===== config.mk =====
export PLATFORM = sky130hd
export DESIGN_NAME = rs_ap_ctrl_join_tail_flat
export DESIGN_NICKNAME = d
export VERILOG_FILES = /design/src/rtl/rs_ap_ctrl_join_tail_if.sv /design/src/rtl/rs_ap_ctrl_join_tail.sv /design/src/flat_wrapper.sv
export SDC_FILE = /design/constraint.sdc
export NUM_CORES = 1
export LEC_CHECK = 0
export ABC_AREA = 1
export CORE_MARGIN = 4
export CORE_UTILIZATION = 51
export CTS_CLUSTER_SIZE = 28
export DETAILED_ROUTE_END_ITERATION = 8
export PLACE_DENSITY_LB_ADDON = 0.08
export SYNTH_ARGS = -nofsm -noshare
export SYNTH_HDL_FRONTEND = slang
export SYNTH_SLANG_ARGS = --single-unit

===== constraint.sdc =====
create_clock -name clk -period 1.6 [get_ports clk]
set_input_delay 0.16 -clock clk [delete_from_list [all_inputs] [get_ports clk]]
set_output_delay 0.16 -clock clk [all_outputs]
set_load 0.005 [all_outputs]

===== src/rtl/rs_ap_ctrl_join_tail_if.sv =====
// ap_ctrl handshake bundle between an upstream controller and a set of sinks.
// Upstream drives ap_start (if_write) and sinks drive ap_ready (if_read); the tail returns the rest.
interface rs_ap_ctrl_join_tail_if #(
    parameter int NUM_SINKS = 1
);
    logic                 if_write;
    logic                 if_full_n;
    logic [NUM_SINKS-1:0] if_empty_n;
    logic [NUM_SINKS-1:0] if_read;

    modport master (
        output if_write,
        output if_read,
        input  if_full_n,
        input  if_empty_n
    );

    modport slave (
        input  if_write,
        input  if_read,
        output if_full_n,
        output if_empty_n
    );
endinterface


===== src/rtl/rs_ap_ctrl_join_tail.sv =====
// ap_ctrl tail: pipelines ap_start out to NUM_SINKS sinks, joins their ap_ready into one upstream
// ap_ready, and blanks every sink's ap_start for a grace window after each join.
module rs_ap_ctrl_join_tail #(
    parameter int GRACE_PERIOD = 4,
    parameter int TAIL_LEVEL   = 1,
    parameter int NUM_SINKS    = 1,
    parameter int COUNT_WIDTH  = 16,
    parameter     __REGION     = ""
) (
    input  logic                   clk,
    input  logic                   reset_n,
    rs_ap_ctrl_join_tail_if.slave  ctrl,
    output logic                   err_unexpected_ready,
    output logic [COUNT_WIDTH-1:0] txn_count
);

    localparam int MIN_GRACE = (2 * TAIL_LEVEL > 1) ? 2 * TAIL_LEVEL : 1;
    localparam int CNT_W     = $clog2(GRACE_PERIOD + 1);

    if (GRACE_PERIOD < MIN_GRACE) begin : g_badGrace
        $error("GRACE_PERIOD (%0d) must be at least %0d", GRACE_PERIOD, MIN_GRACE);
    end
    if (TAIL_LEVEL < 0 || TAIL_LEVEL > 8) begin : g_badTail
        $error("TAIL_LEVEL (%0d) must be within 0..8", TAIL_LEVEL);
    end
    if (NUM_SINKS < 1 || NUM_SINKS > 16) begin : g_badSinks
        $error("NUM_SINKS (%0d) must be within 1..16", NUM_SINKS);
    end
    if ($bits(__REGION) < 0) begin : g_badRegion
        $error("__REGION tag is malformed");
    end

    typedef enum logic {
        COLLECT = 1'b0,
        HOLD    = 1'b1
    } state_t;

    state_t                 state_q;
    logic [CNT_W-1:0]       holdCnt_q;
    logic [NUM_SINKS-1:0]   done_q;
    logic [COUNT_WIDTH-1:0] txnCount_q;
    logic                   errFlag_q;

    logic                   startTail;
    logic                   joinNow;
    logic [NUM_SINKS-1:0]   sinkStart;
    logic [NUM_SINKS-1:0]   accept;

    // Matching delay lines on the start and ready paths; depth 0 collapses to wires.
    if (TAIL_LEVEL == 0) begin : g_noPipe
        assign startTail      = ctrl.if_write;
        assign ctrl.if_full_n = joinNow;
    end else begin : g_pipe
        logic [TAIL_LEVEL-1:0] startPipe_q;
        logic [TAIL_LEVEL-1:0] readyPipe_q;

        always_ff @(posedge clk) begin
            if (!reset_n) begin
                startPipe_q <= '0;
                readyPipe_q <= '0;
            end else begin
                startPipe_q[0] <= ctrl.if_write;
                readyPipe_q[0] <= joinNow;
                for (int k = 1; k < TAIL_LEVEL; k++) begin
                    startPipe_q[k] <= startPipe_q[k-1];
                    readyPipe_q[k] <= readyPipe_q[k-1];
                end
            end
        end

        assign startTail      = startPipe_q[TAIL_LEVEL-1];
        assign ctrl.if_full_n = readyPipe_q[TAIL_LEVEL-1];
    end

    assign sinkStart = {NUM_SINKS{startTail && (state_q == COLLECT)}} & ~done_q;
    assign accept    = ctrl.if_read & sinkStart;
    assign joinNow   = (state_q == COLLECT) && (&(done_q | accept));

    // Join bookkeeping; the hold counter runs independently of any stray ready seen meanwhile.
    always_ff @(posedge clk) begin
        if (!reset_n) begin
            state_q    <= COLLECT;
            holdCnt_q  <= '0;
            done_q     <= '0;
            txnCount_q <= '0;
            errFlag_q  <= 1'b0;
        end else begin
            if (|(ctrl.if_read & ~sinkStart)) begin
                errFlag_q <= 1'b1;
            end
            case (state_q)
                COLLECT: begin
                    if (joinNow) begin
                        done_q     <= '0;
                        state_q    <= HOLD;
                        holdCnt_q  <= CNT_W'(1);
                        txnCount_q <= txnCount_q + 1'b1;
                    end else begin
                        done_q <= done_q | accept;
                    end
                end
                HOLD: begin
                    if (holdCnt_q == CNT_W'(GRACE_PERIOD)) begin
                        state_q   <= COLLECT;
                        holdCnt_q <= '0;
                    end else begin
                        holdCnt_q <= holdCnt_q + 1'b1;
                    end
                end
                default: state_q <= COLLECT;
            endcase
        end
    end

    assign ctrl.if_empty_n      = sinkStart;
    assign err_unexpected_ready = errFlag_q;
    assign txn_count            = txnCount_q;

endmodule


===== src/flat_wrapper.sv =====
// flat-port wrapper written by rule: the top's interface ports become plain ports
module rs_ap_ctrl_join_tail_flat 
#(
    parameter int GRACE_PERIOD = 4,
    parameter int TAIL_LEVEL   = 1,
    parameter int NUM_SINKS    = 1,
    parameter int COUNT_WIDTH  = 16,
    parameter     __REGION     = ""
)
  (clk, reset_n, err_unexpected_ready, txn_count, ctrl_if_write, ctrl_if_read, ctrl_if_full_n, ctrl_if_empty_n);
  rs_ap_ctrl_join_tail_if #(.NUM_SINKS(NUM_SINKS)) ctrl_i ();
  input  logic clk;
  input  logic reset_n;
  output logic err_unexpected_ready;
  output logic [COUNT_WIDTH-1:0] txn_count;
  input wire logic [$bits(ctrl_i.if_write)-1:0] ctrl_if_write;
  input wire logic [$bits(ctrl_i.if_read)-1:0] ctrl_if_read;
  output wire logic [$bits(ctrl_i.if_full_n)-1:0] ctrl_if_full_n;
  output wire logic [$bits(ctrl_i.if_empty_n)-1:0] ctrl_if_empty_n;
  assign ctrl_i.if_write = ctrl_if_write;
  assign ctrl_i.if_read = ctrl_if_read;
  assign ctrl_if_full_n = ctrl_i.if_full_n;
  assign ctrl_if_empty_n = ctrl_i.if_empty_n;
  rs_ap_ctrl_join_tail #(.GRACE_PERIOD(GRACE_PERIOD), .TAIL_LEVEL(TAIL_LEVEL), .NUM_SINKS(NUM_SINKS), .COUNT_WIDTH(COUNT_WIDTH), .__REGION(__REGION)) u_core (.clk(clk), .reset_n(reset_n), .ctrl(ctrl_i), .err_unexpected_ready(err_unexpected_ready), .txn_count(txn_count));
endmodule

# ---- After elaboration in Yosys (flattened, before gate mapping)
# Index checks and enable logic that the tools add are counted.
dict set report classes {
  add_sub_neg 2
  multipliers 0
  n_div 0
  order_cmp 0
  eq_ne 2
  n_shift 0
  n_mux 7
  bitwise_logic 7
  n_reduce_logical 3
}
# cell n
set ops {}
lappend ops {{$add 16x1->16 const B} 1}
lappend ops {{$mux 3} 2}
lappend ops {{$pmux 3 s2} 1}
lappend ops {{$add 3x1->3 const B} 1}
lappend ops {{$and 1x1->1} 3}
lappend ops {{$eq 3x3->1 const B} 1}
lappend ops {{$mux 1} 3}
lappend ops {{$not 1->1} 3}
lappend ops {{$logic_and 1x1->1} 2}
lappend ops {{$ne 2x1->1 const B} 1}
lappend ops {{$pmux 1 s2} 1}
lappend ops {{$reduce_and 2->1} 1}
lappend ops {{$or 1x1->1} 1}
dict set report totals {
  regBits 24
  latchBits 0
  mem_bits_rw 0
  rom_bits 0
  inputBits 4
  output_inout_bits 19
  wordCells 28
  n_memories 0
}

# ---- Depth between registers and ports, before layout
dict set report depth {
  ltp_word 8
  ltp_mapped 9
}

# ---- Worst setup path after synthesis
# OpenSTA, ideal clock, no wires.
dict set report synth_timing {
  kind {reg-to-reg}
  start {register u_core.txnCount_q[1], in the netlist u_core.txn_count[1]}
  end {register u_core.txnCount_q[14], in the netlist u_core.txn_count[14]}
  setup_time_ps 113
  arrival_ps 1213
  slack_ps 274
  path_stages_with_launch 9
  path_buffers 0
  cell_sequence {dfxtp_1 -> ha_1 -> nand2_1 -> nor2_1 -> nand2_2 -> nor2_8 -> nand3_1 -> nand2_1 -> nor2_1}
}
dict set report synth_via {
  elab_chain_cells 1
}
# item line_no
set synth_lines {}
lappend synth_lines {{start, declared} rs_ap_ctrl_join_tail.sv:41} ;# logic [COUNT_WIDTH-1:0] txnCount_q;
lappend synth_lines {{start signal, assigned} rs_ap_ctrl_join_tail.sv:97} ;# txnCount_q <= txnCount_q + 1'b1;
lappend synth_lines {{$add 16x1->16} rs_ap_ctrl_join_tail.sv:97}
# No other way between the ends.
# A chain may end at the register's enable or synchronous reset.

# ---- Worst setup path after layout
dict set report layout_timing {
  start {register u_core.g_pipe.startPipe_q}
  end {output port ctrl_if_empty_n}
}
dict set report layout_via {
  elab_chain_cells 2
}
# item line_no
set layout_lines {}
lappend layout_lines {{start, declared} rs_ap_ctrl_join_tail.sv:54} ;# logic [TAIL_LEVEL-1:0] startPipe_q;
lappend layout_lines {{start signal, assigned by index} rs_ap_ctrl_join_tail.sv:65} ;# startPipe_q[k] <= startPipe_q[k-1];
lappend layout_lines {{$logic_and 1x1->1} rs_ap_ctrl_join_tail.sv:75} ;# assign sinkStart = {NUM_SINKS{startTail && (state_q == COLLECT)}} & ~done_q;
lappend layout_lines {{$and 1x1->1} rs_ap_ctrl_join_tail.sv:75}
lappend layout_lines {{end, declared} flat_wrapper.sv:19} ;# output wire logic [$bits(ctrl_i.if_empty_n)-1:0] ctrl_if_empty_n;
# No other way between the ends.

==> impl_metrics.ini <==
[critical_path]
rr_worst_depth = 8
crit_path_cell_trace = nand3_1 -> inv_1 -> clkdlybuf4s50_1
cp_max_fo = 2
cp.required_ns = 1.44
crit_path_start = u_core.g_pipe.startPipe_q$_SDFF_PN0_
critPathCaptureType = output port
slowest_delay_ns = 0.50
endpoint = ctrl_if_empty_n
worstPathArrival_ns = 1.36
crit_type = reg2out
worst-r2r-setup-slack_ns = 0.19
r2r_start = u_core.txn_count[1]$_SDFFE_PN0P_
cp_slowest_cell = clkdlybuf4s50_1
start_kind = register
r2r-end = u_core.txn_count[14]$_SDFFE_PN0P_

[detailed_routing]
first_pass_iters = 4
via_count = 1105
detail_route.vias_per_cell = 4.93
dr_wl_met2_mm = 1.29
initialDrtViolationCount = 48
routedWlPerCell_um = 11.4
drcViolationCount = 0
totalWireLength_mm = 2.56
final_antenna_net_count = 0
wl_met1_mm = 1.20
dr_wl_met3_um = 48
highest_layer = met4

[power]
pwr_density_cell_nw_per_um2 = 635
p_leak_uw = 0.000626
ir_drop_v = 0.000636

[synth]
ys_ff_latch = 24
syn_nets = 179
synth-seq-area-share_pct = 38.8
ys_types = 26
syn_avg_cell_area_um2 = 7.20
syn_area_um2 = 1240
ys_warn_count = 0
synth_cells = 172

[global_route]
grt_usage_pct = 17.0
grt.overflow.total = 0
grt_max_degree = 16
first_global_vias = 1074
grt_pass1_wl_mm = 4.51
antenna_found_initial = 0

[layout]
layout_commonest_cell = nand2_1
syn2layout_area_growth_pct = 22.4
final_cell_mix = 45 x nand2_1, 27 x nor2_1, 24 x dfxtp_1
n_antenna_cell = 0
layout-drive-gt1-share_pct = 12.2
nets = 205
fin_area_um2 = 1520

[floorplan]
dieArea_um2 = 3280
fp.coreArea_um2 = 2250
initial_core_util_pct = 54.9
row_count = 17
fp.dieH_um = 57.3
ioPinCount = 23
die_width_um = 57.3

[timing]
hold_violations = 0
tightest_slew_ns = 0.285
finalMaxSlewViolations = 0
rsz0062_at_grt = false
period_minus_slack_ns = 1.52
setup_violations = 0
fmax_ghz = 0.657
fin_crit_sh_pct = 95.2
finalSetupTns_ns = 0
slew_headroom_pct = 81.0
fin_skew_ns = 0.00114

[place]
io_buffers = 22
place_area_um2 = 1480
gp_congestion = 0.757
dpl.hpwl_mm = 1.96

[run]
maxCapViolations = 0

[cts]
clk_latency_ns = 0.30
root_buffer = clkbuf_4
clk_pin_slew_ns = 0.12
numClockSinks = 24
cts_max_path_buffers = 2
cts_hold_buf = 0
cts_tree = yes
htree_num_levels = 1
cts_buffers = 3

[worst_hold_path]
hold_class = in2reg
hold_start = ctrl_if_write

[outcome]
status = finished clean
worst max-delay path, delay by kind of cell, from the launching register on:
family / cells / cell delay, ns
buffers and inverters: 2 / 0.56
flip-flops: 1 / 0.39
AND/OR/NAND/NOR: 1 / 0.11
power by group:
| group | total, uW | switching (uW) | internal [uW] |
|---|---|---|---|
| Sequential | 617 | 8.58 | 609 |
| Clock | 254 | 166 | 87.8 |
| Combinational | 90.8 | 51.6 | 39.2 |
| Total | 962 | 227 | 736 |
synthesized netlist by cell type:
cell	instances	share of area (%)
inv_2	3	0.91
clkbuf_1	2	0.61
nand2_2	1	0.51
a21oi_2	1	0.71
o21ai_0	1	0.40
nand3_4	1	1.4
nor3_1	2	0.81
ha_1	3	3.0
inv_1	18	5.5
nand2_1	45	14
nor2_8	3	4.8
xor2_1	1	0.71
dfxtp_1	24	39
nor3_2	1	0.81
inv_4	1	0.51
nor2_2	2	1.0
nand3_1	11	4.4
a21oi_1	14	5.7
buf_8	1	1.2
nand3_2	2	1.6
nand2_4	2	1.8
o21ai_1	2	0.81
nor2_1	28	8.5
nor2_4	1	0.91
clkinv_1	1	0.30
nand3b_1	1	0.61
how the worst min path moves through the flow:
stage                                                     to  depth (start not counted)
floorplan               u_core.g_pipe.startPipe_q$_SDFF_PN0_                          2
global placement    u_core.err_unexpected_ready$_SDFFE_PN0P_                          2
detailed placement  u_core.err_unexpected_ready$_SDFFE_PN0P_                          2
CTS                     u_core.g_pipe.startPipe_q$_SDFF_PN0_                          3
global route            u_core.g_pipe.startPipe_q$_SDFF_PN0_                          3
finish                  u_core.g_pipe.startPipe_q$_SDFF_PN0_                          3
layout make-up:
type	instances	area [um2]
Fill cell	206	738
Multi-Input combinational cell	122	654
Sequential cell	24	480
Timing Repair Buffer	24	235
Inverter	23	88.8
Tap cell	28	35.0
Clock buffer	3	22.5
timing repair:
item                                   4_1_cts  5_1_grt
endpoints found under the hold margin        0        0
setup endpoints to repair                    1        3
setup buffers                                1        0
resized for setup                            0        2
cells by family (layout without fill, tap and decap cells):
logic type / Yosys count / after routing / share of synthesized area (%)
compound gates: 18 / 18 / 7.58
fa+ha+maj: 3 / 3 / 3.03
buf+inv: 26 / 50 / 8.99
flops: 24 / 24 / 38.8
simple gates: 100 / 100 / 40.9
xor+xnor: 1 / 1 / 0.707
layer usage:
layer  global-route usage [%]  vias up
li1                         -      582
met1                     21.5      509
met2                     29.9       12
met3                     4.07        2
met4                     2.98        0
met5                        0        -
flip-flops by register name (all words and copies together) (netlist names):
register,cells
u_core.ctrl.if_full_n,1
u_core.done_q,1
u_core.err_unexpected_ready,1
u_core.g_pipe.startPipe_q,1
u_core.holdCnt_q,3
u_core.state_q,1
u_core.txn_count,16
metrics by stage:
| step | setup slack, ns | instances | utilization [%] | hold slack (ns) | total power [uW] |
|---|---|---|---|---|---|
| 6_report | 0.0774 | 224 | 67.3 | 0.376 | 962 |
| 5_1_grt | 0.00668 | 224 | 67.3 | 0.397 | 1010 |
| 4_1_cts | 0.0596 | 224 | 66.9 | 0.372 | 980 |
| 3_5_place_dp | 0.0817 | 220 | 65.6 | 0.459 | 720 |
| 3_3_place_gp | 0.107 | 220 | 65.6 | 0.459 | 717 |
| 2_1_floorplan | 0.274 | 172 | - | 0.258 | 687 |
No activity file was read; power rests on OpenSTA's default activity.
